--- src/rtl/dcache_ctrl.sv ---
// Direct-mapped write-back/write-allocate D-cache, 4-word lines; hits complete in 0 cycles, misses
// hold Stall through evict/refill and honour mem_stall re-issue. `define DCACHE_STATS_EN adds hit/miss counters.
module dcache_ctrl #(
   parameter int NUM_LINES = 32,
   parameter int MEM_LAT   = 2
) (
   input  logic        clk,
   input  logic        rst,
   input  logic [15:0] Addr,
   input  logic [15:0] DataIn,
   input  logic        Rd,
   input  logic        Wr,
   output logic [15:0] DataOut,
   output logic        Done,
   output logic        Stall,
   output logic        CacheHit,
   output logic        err,
   output logic [15:0] mem_addr,
   output logic [15:0] mem_wdata,
   output logic        mem_rd,
   output logic        mem_wr,
   input  logic        mem_stall,
   input  logic [15:0] mem_rdata,
   output logic [15:0] hit_cnt,
   output logic [15:0] miss_cnt
);
   localparam int IDX  = $clog2(NUM_LINES);
   localparam int TAGW = 13 - IDX;

   typedef enum logic [2:0] {S_IDLE, S_EVICT, S_FILL, S_WAITF, S_DONE} state_t;

   state_t              state_q;
   logic [15:0]         addr_q, din_q;
   logic                wr_q;
   logic [1:0]          cnt_q;
   logic [2:0]          ret_cnt_q;
   logic [MEM_LAT-1:0]  pipe_vld_q;
   logic [1:0]          pipe_off_q [MEM_LAT];
   logic [NUM_LINES-1:0] valid_q, dirty_q;
   logic [TAGW-1:0]     tag_q  [NUM_LINES];
   logic [15:0]         data_q [NUM_LINES][4];
   logic [15:0]         lbuf_q [4];

   logic [IDX-1:0]  req_idx, l_idx;
   logic [TAGW-1:0] req_tag, l_tag;
   logic [1:0]      req_off, l_off, ret_off;
   logic            illegal, legal, idle, hit, hit_go, miss_go, ret_vld, push, install;

   assign req_idx = Addr[3+IDX-1:3];
   assign req_tag = Addr[15:3+IDX];
   assign req_off = Addr[2:1];
   assign l_idx   = addr_q[3+IDX-1:3];
   assign l_tag   = addr_q[15:3+IDX];
   assign l_off   = addr_q[2:1];
   assign illegal = (Rd & Wr) | (Addr[0] & (Rd | Wr));
   assign legal   = (Rd | Wr) & ~illegal;
   // Reset gates the combinational IDLE responses so nothing glitches while rst is high.
   assign idle    = (state_q == S_IDLE) && !rst;
   assign hit     = valid_q[req_idx] && (tag_q[req_idx] == req_tag);
   assign hit_go  = idle & legal & hit;
   assign miss_go = idle & legal & ~hit;
   assign ret_vld = pipe_vld_q[MEM_LAT-1];
   assign ret_off = pipe_off_q[MEM_LAT-1];
   assign push    = (state_q == S_FILL) && !mem_stall;
   assign install = (state_q == S_WAITF) && (ret_cnt_q == 3'd4);

   always_comb begin
      DataOut   = 16'h0000;
      Done      = 1'b0;
      Stall     = 1'b0;
      CacheHit  = 1'b0;
      err       = 1'b0;
      mem_addr  = 16'h0000;
      mem_wdata = 16'h0000;
      mem_rd    = 1'b0;
      mem_wr    = 1'b0;
      case (state_q)
         S_IDLE: begin
            err      = idle & illegal;
            Done     = hit_go;
            CacheHit = hit_go;
            Stall    = miss_go;
            if (hit_go && Rd) DataOut = data_q[req_idx][req_off];
         end
         S_EVICT: begin
            Stall     = 1'b1;
            mem_wr    = 1'b1;
            mem_addr  = {tag_q[l_idx], l_idx, cnt_q, 1'b0};
            mem_wdata = data_q[l_idx][cnt_q];
         end
         S_FILL: begin
            Stall    = 1'b1;
            mem_rd   = 1'b1;
            mem_addr = {l_tag, l_idx, cnt_q, 1'b0};
         end
         S_WAITF: Stall = 1'b1;
         S_DONE: begin
            Done    = 1'b1;
            DataOut = data_q[l_idx][l_off];
         end
         default: ;
      endcase
   end

   always_ff @(posedge clk or posedge rst) begin
      if (rst) begin
         state_q    <= S_IDLE;
         addr_q     <= 16'h0000;
         din_q      <= 16'h0000;
         wr_q       <= 1'b0;
         cnt_q      <= 2'd0;
         ret_cnt_q  <= 3'd0;
         pipe_vld_q <= '0;
         valid_q    <= '0;
         dirty_q    <= '0;
         for (int i = 0; i < MEM_LAT; i++) pipe_off_q[i] <= 2'd0;
      end else begin
         // Word offsets ride a MEM_LAT-deep pipe so each return lands in the right buffer slot.
         pipe_vld_q[0] <= push;
         pipe_off_q[0] <= cnt_q;
         for (int i = 1; i < MEM_LAT; i++) begin
            pipe_vld_q[i] <= pipe_vld_q[i-1];
            pipe_off_q[i] <= pipe_off_q[i-1];
         end
         if (ret_vld) ret_cnt_q <= ret_cnt_q + 3'd1;
         case (state_q)
            S_IDLE: begin
               cnt_q     <= 2'd0;
               ret_cnt_q <= 3'd0;
               if (hit_go && Wr) dirty_q[req_idx] <= 1'b1;
               if (miss_go) begin
                  addr_q  <= Addr;
                  din_q   <= DataIn;
                  wr_q    <= Wr;
                  state_q <= (valid_q[req_idx] && dirty_q[req_idx]) ? S_EVICT : S_FILL;
               end
            end
            S_EVICT: if (!mem_stall) begin
               cnt_q <= cnt_q + 2'd1;
               if (cnt_q == 2'd3) state_q <= S_FILL;
            end
            S_FILL: if (!mem_stall) begin
               cnt_q <= cnt_q + 2'd1;
               if (cnt_q == 2'd3) state_q <= S_WAITF;
            end
            S_WAITF: if (install) begin
               valid_q[l_idx] <= 1'b1;
               dirty_q[l_idx] <= wr_q;
               state_q        <= S_DONE;
            end
            S_DONE:  state_q <= S_IDLE;
            default: state_q <= S_IDLE;
         endcase
      end
   end

   always_ff @(posedge clk) begin
      if (ret_vld) lbuf_q[ret_off] <= mem_rdata;
      if (hit_go && Wr) data_q[req_idx][req_off] <= DataIn;
      if (install) begin
         tag_q[l_idx] <= l_tag;
         for (int w = 0; w < 4; w++)
            data_q[l_idx][w] <= (wr_q && (l_off == 2'(w))) ? din_q : lbuf_q[w];
      end
   end

`ifdef DCACHE_STATS_EN
   logic [15:0] hit_cnt_q, miss_cnt_q;
   always_ff @(posedge clk or posedge rst) begin
      if (rst) begin
         hit_cnt_q  <= 16'h0000;
         miss_cnt_q <= 16'h0000;
      end else if (Done) begin
         if (CacheHit && hit_cnt_q != 16'hFFFF)   hit_cnt_q  <= hit_cnt_q + 16'd1;
         if (!CacheHit && miss_cnt_q != 16'hFFFF) miss_cnt_q <= miss_cnt_q + 16'd1;
      end
   end
   assign hit_cnt  = hit_cnt_q;
   assign miss_cnt = miss_cnt_q;
`else
   assign hit_cnt  = 16'h0000;
   assign miss_cnt = 16'h0000;
`endif
endmodule
--- config.mk ---
export PLATFORM = sky130hd
export DESIGN_NAME = dcache_ctrl
export DESIGN_NICKNAME = d
export VERILOG_FILES = /design/src/rtl/dcache_ctrl.sv
export SDC_FILE = /design/constraint.sdc
export NUM_CORES = 2
export LEC_CHECK = 0
export CAP_MARGIN = 10
export CELL_PAD_IN_SITES_DETAIL_PLACEMENT = 0
export CELL_PAD_IN_SITES_GLOBAL_PLACEMENT = 1
export CORE_ASPECT_RATIO = 0.75
export CORE_UTILIZATION = 25
export CTS_CLUSTER_SIZE = 20
export DETAILED_ROUTE_END_ITERATION = 6
export HOLD_SLACK_MARGIN = 0.02
export PLACE_DENSITY_LB_ADDON = 0.1
export SLEW_MARGIN = 20
export SYNTH_ARGS = -nofsm -noshare
export SYNTH_HDL_FRONTEND = slang
export SYNTH_SLANG_ARGS = --single-unit
export TNS_END_PERCENT = 30
--- constraint.sdc ---
create_clock -name clk -period 5.5 [get_ports clk]
set_input_delay 1.65 -clock clk [delete_from_list [all_inputs] [get_ports clk]]
set_output_delay 1.65 -clock clk [all_outputs]
set_load 0.005 [all_outputs]
== After elaboration in Yosys (flattened, before gate mapping) ==
Memory sizes are Yosys's and may differ from the RTL's.
Cells that the tools add are included.

* Memories: 3
* Input bits: 53
* Bits in writable memories: 2368
* Logic and storage cells: 145
* Output and inout bits: 86
* Flip-flop bits (word level): 111

* Bitwise gates (word level): 16
* $add $sub $neg: 2
* Muxes and demuxes: 58
* Equal/unequal tests: 18
* Reduce and logical (&&, ||, !) cells: 29
* Magnitude comparators: 8

{| class="wikitable"
|+ Memories
! name !! words !! width !! rd ports !! clocked after memory_dff !! wr ports !! line !! source
|-
| data_q || 32 || 64 || 2 || 0 || 1 || 41 || <nowiki>logic [15:0] data_q [NUM_LINES][4];</nowiki>
|-
| tag_q || 32 || 8 || 2 || 0 || 1 || 40 || <nowiki>logic [TAGW-1:0] tag_q [NUM_LINES];</nowiki>
|-
| lbuf_q || 4 || 16 || 4 || 0 || 1 || 42 || <nowiki>logic [15:0] lbuf_q [4];</nowiki>
|}

{| class="wikitable"
|+ Operator list
! cell !! number
|-
| $mux 16 || 13
|-
| $mux 64 || 3
|-
| $bmux 16 s2 || 3
|-
| $mux 32 || 2
|-
| $or 32x32->32 || 2
|-
| $pmux 16 s2 || 2
|-
| $pmux 32 s2 || 1
|-
| $reduce_or 64->1 || 1
|-
| $bwmux 32 || 1
|-
| $demux 16 s2 || 1
|-
| $mux 3 || 8
|-
| $logic_and 1x1->1 || 14
|-
| $mux 1 || 13
|-
| $lt 5x6->1 const B || 2
|-
| $ne 2x2->1 const B || 6
|-
| $pmux 3 s4 || 1
|-
| $bmux 1 s5 || 2
|-
| $demux 1 s5 || 2
|-
| $ge 5x1->1 const B || 2
|-
| $ge 3x3->1 const B || 3
|-
| $not 2->3 || 3
|-
| $eq 8x8->1 || 1
|-
| $and 1x1->1 || 7
|-
| $eq 2x2->1 const B || 3
|-
| 23 further kinds || 35
|}

== Longest topological paths before layout ==
* Depth after elaboration: 11
* Mapped depth: 15
* Mapped depth without buffers: 9

== Worst setup path after synthesis ==
No wires, ideal clock.

* Path kind: input to output
* From: input Addr[4]
* To: output DataOut[12]
* Path buffers: 5
* Stages on the path: 14
* Data required time: 3.850 ns
* Arrival: 4.090 ns
* Slack: -0.240 ns
* Cells stage by stage: buf_2 -> buf_6 -> buf_2 -> mux2i_1 -> o22ai_1 -> nor4_1 -> nand2_1 -> xor2_1 -> nor3_1 -> and4_1 -> buf_4 -> nand3_2 -> clkbuf_1 -> o21ai_0

* Word-level cells in the longest chain between the ends: 7
* Elaborated cells on any way between the ends: 13
* Those cells by class: eq/ne (1); mux (7); bitwise (1); reduce/logical (2); memory (2)

{| class="wikitable"
|+ Ends and longest elaborated chain
! item !! line !! source
|-
| start: declaration || 9 || <nowiki>input logic [15:0] Addr,</nowiki>
|-
| $mem_v2 32x8 or $bmux 1 s5 (tied branches) || - ||
|-
| $eq 8x8->1 or $mux 1 (tied branches) || 59 || <nowiki>assign hit = valid_q[req_idx] && (tag_q[req_idx] == req_tag);</nowiki>
|-
| $logic_and 1x1->1 || 59 ||
|-
| $and 1x1->1 || 60 || <nowiki>assign hit_go = idle & legal & hit;</nowiki>
|-
| $logic_and 1x1->1 || 83 || <nowiki>if (hit_go && Rd) DataOut = data_q[req_idx][req_off];</nowiki>
|-
| $mux 16 * || 83 ||
|-
| $pmux 16 s2 * || 77 || <nowiki>case (state_q)</nowiki>
|-
| end: declaration || 13 || <nowiki>output logic [15:0] DataOut,</nowiki>
|}

Mark *: on every way between the ends. The rest lies on a longest branch, timed or not. The select of a mux whose other input is x is not followed.

== Worst setup path in the final report ==
* From: input Addr[4]
* To: output DataOut[13]

The elaborated chain is that of the path after synthesis.

==> results.md <==
* Status: finished with violations
* Failing checks: setup timing
* GRT Util Overall at 22.16%
* DPL Wire Length at 342,600 um
* Drt drc at 0
* Final nets at 6,971
* Post-DRT Antenna Nets at 0
* Effective utilization at floorplan at 25.13%
* Leak at 45.96 nW
* Most used cell, CP: buf_12
* Layout area overhead at 27.01%
* Largest net degree at the start of global routing at 70
* I/O pins at 139
* Hold WS at 342.8 ps
* Worst hold path depth at 0
* Crit path max fanout at 8
* RSZ-0062 raised after global routing: true
* EDFF count, synth at 2,368
* Initial antenna violation count at 34
* Routed len/inst at 39.37 um
* Simple-Gate Fraction of Synth Area at 3.390%
* Post-synthesis mux area share at 24.29%
* Worst setup margin at -1019 ps
* Max Cap Viol at 0
* Layout cell share with drive strength beyond 1 at 44.04%
* Count leader, synth: edfxtp_1
* Final Hold Viols at 0
* Clock network fraction of total power at 31.6%
* DRT iter0 DRCs at 8,129
* Final Cycle Share at 118.5%
* Die area at 458,500 um^2
* Core outline area at 453,300 um^2
* Maximum clock frequency at 0.1534 GHz
* Die W at 781.5 um
* First-pass GRT wire length at 689,600 um
* Reg-to-reg endpoint: data_q[10][23]
* Yosys warning count at 0
* Share of the synthesized area in the top cell type at 62.41%
* CTS tree: built
* CP Class: in2out
* Yosys reg bits at 2,478
* Synth Instances at 5,988
* Post-synthesis cell area at 113,900 um^2
* Setup violators final at 43
* Net switching power at 21.06 mW
* GRT overflow at 0
* Worst setup SP type: primary input
* Dominant cell type by area after synthesis: edfxtp_1
* Wirelength, routed at 519,700 um
* Seq pwr share at 35.1%
* Slew HR at 26.97%
* Die height at 586.6 um
* Post-synth ARST share at 4.439%
* Main area contributors after synthesis: edfxtp_1 62%, mux4_2 22%, dfrtp_1 2.4%
* Clock Sinks at 2,478
* Combinational power share at 33.3%
* Area after DPL at 132,800 um^2
* Buffers plus inverters on the worst setup path at 10
* Pins Over Slew Limit at 0
* Tightest Pin Transition at 1091 ps
* Longest Clk Path Bufs at 4
* Crit-path leading delay family: buffers and inverters
* Largest stage delay, worst path at 270 ps
* CP max-delay cell: nor4_4
* Final RePlAce weighted congestion at 0.8060
* WP data arrival at 4870 ps
* Post-Place Cells at 12,600
* Final Util at 31.92%
* Clock Skews at 60.59 ps
* Min-delay src: pipe_off_q[3]
* Port buffer count at 105
* Fin crit period at 6519 ps
* Post-route setup TNS at -32,280 ps
* Via/cell ratio at 5.344
* Core Rows at 214
* Htree depth at 5
* Vias at 70,550
* Adder-Cell Fraction of Synth Area at 0.03294%
* Design area at 144,700 um^2
* CTS root buffer: clkbuf_16
* Setup crit end kind: primary output
* Post-Syn Area per Cell at 19.03 um^2
* Internal power at 40.37 mW
* XOR/XNOR Fraction of Synth Area at 0.09115%
* Sequential-to-total area share from yosys stat at 64.83%
* Largest family of logic cells by synthesized area: multiplexers
* Most used DFF post-synth: edfxtp_1
* DRT Pass-1 Iters at 5
* R2r startpoint: state_q[0]
* HP Class: reg2reg
* Synth cell types at 67
* TritonCTS buffer count at 295
* Final Non-Filler Cells at 13,200
* Switch share at 34.29%
* Commonest cells in the netlist: 2,368 x edfxtp_1, 1,137 x mux4_2, 329 x o22ai_1
* Hold worst-path end: ret_off[1]
* Clock Latency Late Sink at 970 ps
* Hold-fix buffers, CTS at 0
* Worst IR drop on VDD at 313.8 uV
* WP data required at 3850 ps
* Pwr dens at 424.5 nW/um^2
* R2r worst-path depth at 10
* Synth Area in Compound Gates at 5.065%
* R2r setup slk at 670 ps
* Critical path, cell by cell: buf_16, buf_12, buf_8, buf_12, mux2i_2, o22ai_2, nor4_4, nand2_2, xor2_2, nor3_2, buf_4, and4_4, nand3_4, buf_12, buf_16, buf_6, buf_6, o21ai_2, buf_2
* Number of global-route vias before repair at 71,500
* Clk slew on worst S/H paths at 60 ps
[layout make-up]
type	count	area [um^2]
well taps	6048	7567
clock buffers	373	7831
repair buffers	1144	13350
multi-input cells	2986	40630
diodes	11	27.53
inverters	10	47.55
flip-flops and latches	2478	73870
fillers	43420	308600
clock inverters	151	1378
[state kept, by name (all words and copies together) (netlist names)]
register and flops:
addr_q 15, cnt_q 2, data_q 2048, din_q 16
dirty_q 32, lbuf_q 64, pipe_off_q 2, pipe_vld_q 2
ret_cnt_q 3, ret_off 2, state_q 3, tag_q 256
valid_q 32, wr_q 1
[routing by layer]
metal | wire length [um] | global-route usage, % | vias to the layer above
met1 | 241100 | 32.79 | 39540
met5 | 55 | 0 | -
li1 | - | - | 27870
met3 | 30640 | 3.505 | 567
met2 | 235400 | 34.19 | 2571
met4 | 12480 | 5.038 | 8
[power groups by stage]
stage / combinational (mW) / sequential [mW] / clock, mW
floorplan: 9.45 / 21.8 / 0
global placement: 20.3 / 22.0 / 0
detailed placement: 20.2 / 22.0 / 0
CTS: 20.6 / 21.6 / 19.8
global route: 21.1 / 21.6 / 20.4
finish: 20.5 / 21.6 / 19.4
[metrics by stage]
step                power, mW  setup WS (ps)
detailed placement      42.19          -2248
global route            63.14          -1137
floorplan               31.24         -76.97
finish                  61.43          -1019
global placement        42.23          -2276
CTS                     61.93         -989.5
[how the worst max path moves through the flow]
stage                              end  slack [ps]      start  depth (start not counted)
after detailed placement   DataOut[10]       -2250    Addr[4]                         17
after global placement      DataOut[9]       -2280    Addr[4]                         17
final                      DataOut[13]       -1020    Addr[4]                         19
after CTS                 mem_wdata[3]        -990  addr_q[3]                          9
after floorplan             DataOut[9]         -80    Addr[7]                         14
after global routing       DataOut[12]       -1140    Addr[4]                         19
[worst reg2reg max path, stage by stage (launching register included)]
cell and delay [ps]:
dfrtp_1 500, inv_1 130, nor3b_2 160, buf_4 190, nand3_1 620, inv_8 770, nand2_1 740, a21boi_4 340
buf_12 210, nor3_2 450, buf_4 340
[cell usage in the layout, fill, tap and decap left out, types with 41 or more instances in the layout]
cell type	count
clkinv_2	50
buf_12	280
clkdlybuf4s50_1	80
mux4_2	1137
nand2_1	207
buf_4	670
clkbuf_16	300
dfrtp_1	105
a22oi_1	279
mux2i_1	101
edfxtp_1	2368
o22ai_1	295
nor2_1	92
nor3_2	122
clkinv_1	51
nand4_1	74
clkbuf_1	68
mux2_2	41
or2_2	42
[timing repair]
item / 4_1_cts / 5_1_grt
setup buffers: 55 / 5
pin swaps: 40 / 22
gates cloned: 14 / 0
endpoints found under the setup margin: 57 / 43
resized for setup: 387 / 71
[cells by family (layout without fill, tap and decap cells)]
family / Yosys count / in the layout
DFF: 2478 / 2478
muxes: 1337 / 1337
AOI/OAI and AO/OA: 853 / 853
and+or+nand+nor: 749 / 749
buffers and inverters: 556 / 1678
xor gates and xnor gates: 11 / 11
adders and majority gates: 3 / 3
other: 1 / 44
(Power assumes the default switching activity.)
